$ cat src/rtl/seq_mult_3bit.sv
// Unsigned shift-and-add multiplier: one partial product per CALC cycle,
// W cycles per operation, registered 2W-bit product with a done pulse.
module seq_mult_3bit #(
  parameter int W = 3
) (
  input  logic           clk,
  input  logic           rst,
  input  logic           start,
  input  logic [W-1:0]   a,
  input  logic [W-1:0]   b,
  output logic           busy,
  output logic           done,
  output logic [2*W-1:0] p
);

  localparam int SW = $clog2(W + 1);
  localparam logic [SW-1:0] LAST = SW'(W - 1);

  typedef enum logic [1:0] {
    IDLE,
    CALC,
    DONE
  } state_t;

  state_t         r_state;
  state_t         w_next;
  logic [W-1:0]   r_mcand;
  logic [W-1:0]   r_mplier;
  logic [2*W-1:0] r_acc;
  logic [2*W-1:0] r_p;
  logic [SW-1:0]  r_step;

  logic           w_load;
  logic           w_last;
  logic [2*W-1:0] w_addend;
  logic [2*W-1:0] w_sum;

  // New work is only accepted when no operation is computing.
  assign w_load = start &&
                  (r_state == IDLE || r_state == DONE);
  assign w_last = (r_state == CALC) && (r_step == LAST);

  assign w_addend = r_mplier[0] ?
                    ({{W{1'b0}}, r_mcand} << r_step) :
                    '0;
  assign w_sum    = r_acc + w_addend;

  always_ff @(posedge clk) begin
    if (rst) begin
      r_state <= IDLE;
    end else begin
      r_state <= w_next;
    end
  end

  always_comb begin
    w_next = r_state;
    unique case (r_state)
      IDLE: begin
        if (start) w_next = CALC;
      end
      CALC: begin
        if (r_step == LAST) w_next = DONE;
      end
      DONE: begin
        w_next = start ? CALC : IDLE;
      end
      default: w_next = IDLE;
    endcase
  end

  always_ff @(posedge clk) begin
    if (rst) begin
      r_mcand  <= '0;
      r_mplier <= '0;
      r_acc    <= '0;
      r_step   <= '0;
      r_p      <= '0;
    end else if (w_load) begin
      r_mcand  <= a;
      r_mplier <= b;
      r_acc    <= '0;
      r_step   <= '0;
    end else if (r_state == CALC) begin
      r_acc    <= w_sum;
      r_mplier <= r_mplier >> 1;
      r_step   <= r_step + SW'(1);
      if (w_last) r_p <= w_sum;
    end
  end

  assign busy = (r_state != IDLE);
  assign done = (r_state == DONE);
  assign p    = r_p;

endmodule

$ cat config.mk
export PLATFORM = sky130hd
export DESIGN_NAME = seq_mult_3bit
export DESIGN_NICKNAME = d
export VERILOG_FILES = /design/src/rtl/seq_mult_3bit.sv
export SDC_FILE = /design/constraint.sdc
export NUM_CORES = 1
export LEC_CHECK = 0
export CAP_MARGIN = 20
export CORE_MARGIN = 2
export CORE_UTILIZATION = 50
export DETAILED_ROUTE_END_ITERATION = 10
export DONT_BUFFER_PORTS = 1
export GPL_TIMING_DRIVEN = 0
export PLACE_DENSITY_LB_ADDON = 0.2
export RECOVER_POWER = 50
export REMOVE_ABC_BUFFERS = 1
export SLEW_MARGIN = 40
export SYNTH_ARGS = -nofsm -noshare
export SYNTH_HDL_FRONTEND = slang
export SYNTH_SLANG_ARGS = --single-unit
export TNS_END_PERCENT = 5
$ cat constraint.sdc
create_clock -name clk -period 3.54 [get_ports clk]
set_input_delay 1.062 -clock clk [delete_from_list [all_inputs] [get_ports clk]]
set_output_delay 1.062 -clock clk [all_outputs]
set_load 0.1 [all_outputs]
======== Yosys cells after proc, flatten, opt, wreduce, memory -nomap -nowiden ========
Index checks and enable logic that the tools add are counted.
W data, S select, Z words.
word-level totals
  RAM bits ................................ 0
  memories kept ........................... 0
  output and inout bits ................... 8
  register bits after elaboration ......... 22
  input bits .............................. 9
  ROM bits ................................ 0
  latch bits .............................. 0
  logic and storage cells ................. 31
cells by class
  add/sub/neg operators ................... 2
  muxes and demuxes ....................... 7
  magnitude comparators ................... 0
  reduce and logical (&&, ||, !) cells .... 9
  eq/ne operators ......................... 5
  shifts and indexed selects .............. 1
  div/mod/pow operators ................... 0
  bitwise operators ....................... 1
  $mul .................................... 0
operators by type and width
  kind                   count
  $add A6 B6 Y6          1
  $mux W3                2
  $mux W6                1
  $pmux W2 S3            1
  $shl A3 B2 Y6          1
  $eq A2 B2 Y1 const B   2
  $mux W2                2
  $ne A2 B2 Y1 const B   2
  $reduce_bool A2 Y1     2
  $reduce_and A3 Y1      1
  $add A2 B1 Y2 const B  1
  $eq A2 B1 Y1 const B   1
  $logic_and A1 B1 Y1    2
  $logic_not A2 Y1       1
  $reduce_and A2 Y1      1
  $reduce_or A2 Y1       1
  $logic_or A1 B1 Y1     1
  $mux W1                1
  $not A1 Y1             1

======== Longest topological paths before layout ========
  word-level depth ........................ 5
  mapped depth ............................ 9
  depth with buffers taken out ............ 8

======== Worst setup path after synthesis ========
No wires, ideal clock.
  path type ............................... register -> output
  start ................................... reg r_state[1]
  end ..................................... out done
  stages on the path, launching flop included .. 2
  path buffers ............................ 0
  arrival ................................. 1.702 ns
  required time ........................... 2.478 ns
  setup slack ............................. 0.776 ns
  cells stage by stage .................... dfxtp_1 -> nor2b_1
on the way
  longest elaborated chain between the ends .. 1
ends and longest elaborated chain
  element                 line  source
  from (decl)             25    state_t r_state;
  from (signal assigned)  52    r_state <= w_next;
  $eq A2 B2 Y1            93    assign done = (r_state == DONE);
  to (decl)               12    output logic done,
Every way passes these cells.

======== Final worst setup path ========
Same ends and word-level chain as after synthesis.

==> reports/qor.yml <==
clock_latency_ns: 0.30
grt_setup_unrepaired: "false"
arrival_ns: 1.26
p_leak_uw: 0.0004561
max_slew_margin_pct: 59.45
track_usage_pct: 18.54
core_area_sq_um: 2212
viasPerCell: 5.678
worstSetupStartpointType: "flop"
drive_gt1_share_pct: 14.52
fin_area_sq_um: 1169
grt_max_degree: 19
antenna_found_initial: 0
clk_path_buf_depth: 2
path_buf_inv: 0
gp_congestion: 0.7374
end_kind: "output port"
dpl_cell_area_sq_um: 1154
num_vias: 863
outcome: "completed"
root_buffer: "clkbuf_4"
finalClockSkew_ns: 0.002240
crit_required_ns: 2.48
final-seq-area_sq_um: 447.9
synth_cell_types: 40
fin_cells: 152
ys_seq_area_share_pct: 37.97
drt-wirelength-per-cell_um: 14.01
cap_violations: 0
die_w_um: 52.17
cpPeakStageDelay_ns: 0.56
period_needed_ns: 2.325
ys_ff_latch: 22
cp_slowest_cell: "nor2b_4"
drc_errors: 0
drtAntennaViolNets: 0
worstPathMaxFanout: 5
drt_first_pass_iters: 4
syn2layout_area_growth_pct: 0.7551
avgSynthCellArea_sq_um: 8.991
totalWireLength_mm: 2.130
netlist_area_sq_um: 1160
drtIter0Drc: 15
post-place-cells: 149
fmax_mhz: 430.1
final_common_cell: "nand2_1"
cts-buffers-inserted: 3
fin_tns_setup_ns: 0
finalSetupViolations: 0
pin_count: 17
synth-edff-count: 0
crit_chain: "nor2b_4"
fin_crit_sh_pct: 65.68
clock_sinks: 22
drv_slew: 0
worst_hold_path_type: "flop to flop"
grt_pass1_vias: 825
power_density_nw_per_um2: 378.7
placementRows: 17
postCtsSetupBuffers: 0
io_buffers: 0
htree_levels: 1
start_util_pct: 52.43
hpwl_mm: 1.571
postSynth.asyncResetShare_pct: 0
clkTransAtPathRegs_ns: 0.11
grt_overflow: 0
ys_warn_count: 0
multiInputGateArea_sq_um: 659.4
fillerInstances: 229
critPathKind: "flop to output port"
cts_tree: "done"
cts.hold.buffers_added: 0
nNetsFinal: 142
crit_family: "simple AND/OR/NAND/NOR gates"
synthFlopType: "dfxtp_1"
dieArea_sq_um: 2721
grt_pass1_wl_mm: 3.670
layout_common_cells: "21 x nand2_1, 16 x dfxtp_1, 11 x a21oi_1, 11 x nor2_1"
die_h_um: 52.17
finalHoldViolations: 0
peakVddDrop_mv: 0.2561
diodes: 0
cts_resized: 0
synth_cells: 129
worst_pin_slew_ns: 0.6070
cell usage after synthesis, drive strengths merged (2+ instances only):
cell type | count | area (sq um)
a211oi | 3 | 22.52
a21o | 2 | 15.01
a21oi | 11 | 55.05
a311oi | 4 | 35.03
and2b | 2 | 16.27
buf | 6 | 48.79
clkbuf | 2 | 7.510
dfxtp | 22 | 440.4
ha | 6 | 75.07
mux2i | 4 | 40.04
nand2 | 21 | 78.83
nand2b | 3 | 26.27
nand3b | 2 | 15.01
nand4 | 3 | 25.02
nor2 | 11 | 41.29
nor2b | 3 | 18.77
o22ai | 2 | 12.51
o31ai | 2 | 15.01
or2 | 3 | 18.77
xnor2 | 2 | 25.03
xor2 | 2 | 17.52
layer usage:
metal / part of all wire, % / global-route usage, % / vias to the layer above / wire length [um]
li1: - / - / 438 / -
met5: 0 / 0 / - / 0
met2: 46 / 29.11 / 16 / 970
met3: 4.5 / 3.736 / 2 / 96
met4: 1.2 / 8.974 / 0 / 26
met1: 49 / 24.19 / 407 / 1037
worst paths after layout:
kind | startpoint | endpoint | slack (ns) | cells after the start
min | r_acc[0] | r_acc[0] | 0.47 | 2
min reg2reg | r_acc[0] | r_acc[0] | 0.47 | 2
max reg2reg | r_step[1] | r_acc[5] | 1.29 | 7
max | r_state[1] | done | 1.22 | 1
power by group:
group          switching [uW]  internal (uW)  total, uW
registers                16.7            258        274
clock network            69.6           39.6        109
logic                    37.0           22.0       59.0
final cells by class:
type | count | area share (%)
clock buffers | 3 | 1.927
inverters | 1 | 0.3212
multi-input cells | 98 | 56.42
flip-flops and latches | 22 | 38.33
well taps | 28 | 2.998
flip-flops by register name, indices dropped and copies added (netlist names):
register and cells:
p 6, r_acc 6, r_mcand 3, r_mplier 3, r_state 2, r_step 2
metrics by stage:
stage	util (%)	total power (uW)	setup slack (ns)	hold slack, ns
finish	52.83	442.5	1.215	0.4708
global route	52.83	467.9	1.142	0.4958
CTS	53.17	448.9	1.188	0.4708
detailed placement	52.15	340.1	1.324	0.4547
global placement	51.47	337.6	0.7400	0.4506
floorplan	-	327.2	0.7762	0.4392
worst register-to-register path, cell delays in order, from the launching register on:
cell,delay [ns]
dfxtp_1,0.52
mux2_2,0.39
a22oi_1,0.19
nor2b_1,0.07
ha_1,0.34
nand4_1,0.14
a31o_2,0.28
a311oi_1,0.24
logic make-up (layout without fill, tap and decap cells):
kind of cell | count (synthesis) | after routing | synth area share [%]
flops | 22 | 22 | 37.97
mux | 5 | 5 | 4.423
xor+xnor | 4 | 4 | 3.669
buf+inv | 9 | 4 | 5.177
simple gates | 54 | 54 | 24.49
compound gates | 28 | 28 | 16.07
fa+ha+maj | 7 | 7 | 8.198
No activity file was read; power rests on OpenSTA's default activity.
